[config.mk]
export PLATFORM = sky130hd
export DESIGN_NAME = dmux4_reg_flat
export DESIGN_NICKNAME = d
export VERILOG_FILES = /design/src/rtl/dmux4_reg_if.sv /design/src/rtl/dmux4_reg.sv /design/src/flat_wrapper.sv
export SDC_FILE = /design/constraint.sdc
export NUM_CORES = 1
export LEC_CHECK = 0
export ABC_AREA = 1
export ABC_CLOCK_PERIOD_IN_PS = 800
export CAP_MARGIN = 15
export CORE_AREA = 3 3 40 42
export DETAILED_ROUTE_END_ITERATION = 16
export DIE_AREA = 0 0 43 45
export GPL_TIMING_DRIVEN = 0
export PLACE_DENSITY_LB_ADDON = 0.1
export SLEW_MARGIN = 20
export SYNTH_ARGS = -nofsm -noshare
export SYNTH_HDL_FRONTEND = slang
export SYNTH_SLANG_ARGS = --single-unit
[constraint.sdc]
create_clock -name clk -period 0.8 [get_ports clk]
set_input_delay 0.12 -clock clk [delete_from_list [all_inputs] [get_ports clk]]
set_output_delay 0.12 -clock clk [all_outputs]
set_load 0.01 [all_outputs]
[src/rtl/dmux4_reg_if.sv]
// dmux4_reg_if: data, select and valid signals of the registered 1-to-4 demux
//   in/in_valid/s0/s1 : source side (driven by master)
//   i0..i3/out_valid  : registered outputs (driven by slave)
interface dmux4_reg_if #(parameter int DATA_W = 1);
  logic [DATA_W-1:0] in, i0, i1, i2, i3;
  logic in_valid, s0, s1;
  logic [3:0] out_valid;
  modport master(output in, in_valid, s0, s1, input i0, i1, i2, i3, out_valid);
  modport slave(input in, in_valid, s0, s1, output i0, i1, i2, i3, out_valid);
endinterface

[src/rtl/dmux4_reg.sv]
// dmux4_reg: registered 1-to-4 demultiplexer with one-hot per-output valid
//   clk   : rising-edge clock
//   rst_n : asynchronous active-low reset, clears all outputs
//   bus   : dmux4_reg_if slave (in, in_valid, s1:s0 -> i0..i3, out_valid)
//   DMUX4_REG_HOLD_EN : unwritten outputs keep their value instead of clearing
module dmux4_reg #(parameter int DATA_W = 1) (
  input logic clk,
  input logic rst_n,
  dmux4_reg_if.slave bus
);
  logic [3:0] hot;
  logic [3:0][DATA_W-1:0] q;
  always_comb hot = bus.in_valid ? 4'b0001 << {bus.s1, bus.s0} : 4'b0000;
  always_ff @(posedge clk or negedge rst_n)
    if (!rst_n) begin
      q <= '0;
      bus.out_valid <= 4'b0000;
    end else begin
      bus.out_valid <= hot;
      for (int k = 0; k < 4; k++)
`ifdef DMUX4_REG_HOLD_EN
        if (hot[k]) q[k] <= bus.in;
`else
        q[k] <= hot[k] ? bus.in : '0;
`endif
    end
  assign bus.i0 = q[0];
  assign bus.i1 = q[1];
  assign bus.i2 = q[2];
  assign bus.i3 = q[3];
endmodule

[src/flat_wrapper.sv]
// flat-port wrapper written by rule: the top's interface ports become plain ports
module dmux4_reg_flat 
#(parameter int DATA_W = 1)
  (clk, rst_n, bus_in, bus_in_valid, bus_s0, bus_s1, bus_i0, bus_i1, bus_i2, bus_i3, bus_out_valid);
  dmux4_reg_if #(.DATA_W(DATA_W)) bus_i ();
  input logic clk;
  input logic rst_n;
  input wire logic [$bits(bus_i.in)-1:0] bus_in;
  input wire logic [$bits(bus_i.in_valid)-1:0] bus_in_valid;
  input wire logic [$bits(bus_i.s0)-1:0] bus_s0;
  input wire logic [$bits(bus_i.s1)-1:0] bus_s1;
  output wire logic [$bits(bus_i.i0)-1:0] bus_i0;
  output wire logic [$bits(bus_i.i1)-1:0] bus_i1;
  output wire logic [$bits(bus_i.i2)-1:0] bus_i2;
  output wire logic [$bits(bus_i.i3)-1:0] bus_i3;
  output wire logic [$bits(bus_i.out_valid)-1:0] bus_out_valid;
  assign bus_i.in = bus_in;
  assign bus_i.in_valid = bus_in_valid;
  assign bus_i.s0 = bus_s0;
  assign bus_i.s1 = bus_s1;
  assign bus_i0 = bus_i.i0;
  assign bus_i1 = bus_i.i1;
  assign bus_i2 = bus_i.i2;
  assign bus_i3 = bus_i.i3;
  assign bus_out_valid = bus_i.out_valid;
  dmux4_reg #(.DATA_W(DATA_W)) u_core (.clk(clk), .rst_n(rst_n), .bus(bus_i));
endmodule
# After elaboration in Yosys (flattened, before gate mapping)
# Cells that the tools add are included.
# op_classes
n_shift	1
n_mux	5
# ops
operator	n
$mux W1	4
$mux W4	1
$shl A1 B2 Y4 const A	1
# word_totals
reg_bits	8
in_bits	6
output_inout_bits	8
wordCells	11

# Longest topological paths before layout
# Gate-level depths: netlist (run 1).
# logic_depth
ltp_word	3
depth_mapped	3
ltp_nobuf	3

# Worst setup path before layout (run 1)
# No wires, ideal clock.
# synth_path
kind	reg-to-output
from	reg u_core.q, in the netlist u_core.bus.i0
to	out bus_i0
arrival_ps	376
path_slack_ps	304
path_stages_with_launch	1
path_buffers	0
path_cell_list	dfrtp_1
# synth_lines
item	line_no	rtl
start: declaration	dmux4_reg.sv:12	logic [3:0][DATA_W-1:0] q;
start signal: indexed assignment	dmux4_reg.sv:24	q[k] <= hot[k] ? bus.in : '0;
end: declaration	flat_wrapper.sv:12	output wire logic [$bits(bus_i.i0)-1:0] bus_i0;
# No word-level cell between the ends.

# Worst setup path in the final report (run 1)
# layout_path
from	reg u_core.q, in the netlist u_core.bus.i2
to	out bus_i2
# layout_lines
item	line_no	rtl
end: declaration	flat_wrapper.sv:14	output wire logic [$bits(bus_i.i2)-1:0] bus_i2;
# No word-level cell between the ends.

==> impl_metrics.yaml, run 1 <==
logic_synthesis:
  netlist_area_sq_um: 260.3
  synth_cell_type_count: 6
  avgSynthCellArea_sq_um: 11.32
  yosysWarnings: 0
  synth_seq_cells: 8
  synthesis.nets: 29
  synthCells: 23
  ys_seq_area_share_pct: 76.92
final_layout:
  final_cell_mix: "buf_2 (8), dfrtp_1 (8), nor2_1 (5), inv_1 (5), clkdlybuf4s50_1 (5)"
  area_growth_pct: 50.48
  nets: 47
  antenna_cells: 0
  fillers: 143
  utilization_pct: 30.48
  drive_gt1_share_pct: 28.21
  final_area_sq_um: 391.6
  fin_cells: 54
timing:
  relSlewSlack_pct: 77.29
  min_period_ps: 854.8
  finalHoldViolCount: 0
  rsz0062_at_grt: "true"
  period_share_pct: 106.9
  whs_ps: 141.1
  layout_setup_ws_ps: -54.83
  finalMaxSlewViolations: 0
  setup_viol: 8
  worst_pin_slew_ps: 339.6
  max_freq_mhz: 1170
route:
  drt_wl_total_microns: 479
  ant_nets: 0
  vias: 197
  drc: 0
  viasPerCell: 3.648
  wl_per_cell_microns: 8.870
  first_pass_iters: 2
  drtIter0Drc: 2
floorplanning:
  io-pin-count: 14
  die_h_microns: 45
  start_util_pct: 20.25
  coreArea_sq_mm: 0.001285
  design.die.area_sq_mm: 0.001935
  num_rows: 13
  dieWidth_microns: 43
placement:
  placed_cells: 51
  port_buffers: 13
  gp_congestion: 0.6896
  dpl_cell_area_sq_um: 409.1
  dp.final_hpwl_microns: 366
power_and_ir_drop:
  ir_drop_mv: 0.7557
  power_density_mw_per_mm2: 2020
  cellInternalPower_w: 0.0006246
  p_leak_nw: 0.2394
  p_sw_w: 0.0001665
  swShare_pct: 21.04
  p_comb_share_pct: 9.3
  seqPwrFrac_pct: 53.1
  power_frac_clock_pct: 37.6
grt:
  grt_max_degree: 9
  grt_overflow: 0
  grt_pass1_wl_microns: 793
  grt.total_usage_pct: 6.218
  grt_pass1_vias: 193
  antenna_found_initial: 0
clock_network:
  cts_tree: "done"
  ctsHtreeMaxLevel: 1
  root_buffer: "clkbuf_4"
  cts_hold_buf: 0
  cts.path.max_buffers: 2
  clock_sinks: 8
  clk_pin_slew_worst_paths_ps: 50
  cts_made_buffers: 3
worst_setup_path:
  critPathLaunchType: "flop"
  worst-endpoint-arrival_ps: 730
  worstPathCellList: "buf_2"
  slowest_delay_ps: 360
  cp_max_fo: 1
  required_ps: 680
  critPathBufInv: 1
  slowest_stage: "dfrtp_1"
  critical_path_class: "reg2out"
  cp_top_family: "flip-flops"
  cp-end-kind: "primary output"
min_path:
  hold_path_class: "in2async"
run_status:
  status: "finished, violations left"
  violations: "setup timing"
job:
  maxCapViolations: 0
layer usage:
layer  global-route usage [%]  vias to the layer above  part of all wire [%]
li1                         -                      100                     -
met1                    6.931                       88                    42
met2                    6.886                        9                    44
met3                    3.187                        0                    14
met4                    9.036                        0                     0
met5                        0                        -                     0
sequential cells by signal, summed over array words and instances, names as in the netlist:
register and count:
u_core.bus.i0 1, u_core.bus.i3 1, u_core.bus.i1 1, u_core.bus.i2 1, u_core.bus.out_valid 4
layout make-up:
type / instances / area (sq um) / area share (%)
sequential: 8 / 200.2 / 51.12
timing repair buffer: 13 / 90.09 / 23.00
multi-input combinational: 10 / 41.29 / 10.54
clock buffer: 3 / 22.52 / 5.751
inverter: 5 / 18.77 / 4.792
tap: 15 / 18.77 / 4.792
worst max-delay path by stage:
| stage | slack, ps | start | cells after the start | endpoint |
|---|---|---|---|---|
| 2_1_floorplan | 300 | u_core.bus.i0 | 0 | bus_i0 |
| 3_3_place_gp | -150 | bus_s1 | 4 | u_core.bus.i0 |
| 3_5_place_dp | -170 | bus_s1 | 3 | u_core.bus.i3 |
| 4_1_cts | -70 | u_core.bus.i2 | 1 | bus_i2 |
| 5_1_grt | -90 | u_core.bus.i1 | 1 | bus_i1 |
| 6_report | -50 | u_core.bus.i2 | 1 | bus_i2 |
cell usage after synthesis:
| master | count | area (sq um) |
|---|---|---|
| nor2_1 | 5 | 18.77 |
| inv_1 | 5 | 18.77 |
| nor3_1 | 1 | 5.000 |
| dfrtp_1 | 8 | 200.2 |
| nand2_1 | 2 | 7.510 |
| nand3_1 | 2 | 10.01 |
through the flow:
stage | setup TNS (ps) | setup WS (ps) | total power, W
floorplan | 0 | 304.4 | 0.0004499
global placement | -2199 | -154.1 | 0.0005148
detailed placement | -2325 | -166.4 | 0.0005159
CTS | -494.9 | -70.43 | 0.0008074
global route | -638.6 | -87.00 | 0.0008303
finish | -391.1 | -54.83 | 0.0007910
kinds of logic (layout without fill, tap and decap cells):
| logic type | after synthesis | count (layout) | synth area share, % |
|---|---|---|---|
| DFF | 8 | 8 | 76.92 |
| and+or+nand+nor | 10 | 10 | 15.87 |
| buffers and inverters | 5 | 21 | 7.212 |
power by group through the flow:
stage	Sequential, W	Combinational, W	Clock [W]
2_1_floorplan	0.000435	0.0000145	0
3_3_place_gp	0.000427	0.0000873	0
3_5_place_dp	0.000428	0.0000880	0
4_1_cts	0.000420	0.0000758	0.000311
5_1_grt	0.000421	0.0000824	0.000327
6_report	0.000420	0.0000737	0.000297
repair_timing:
item	in CTS	in global routing
hold endpoints to repair	0	0
setup endpoints to repair	8	8
setup buffers	0	0
gates resized for setup	32	0
Power figures use the tool's default switching activity.
==> run 2: changes to the inputs <==
HOLD_SLACK_MARGIN = 0.15   (was not set)
==> results of run 2 <==
Final layout, timing and power as in run 1 (identical DEF).
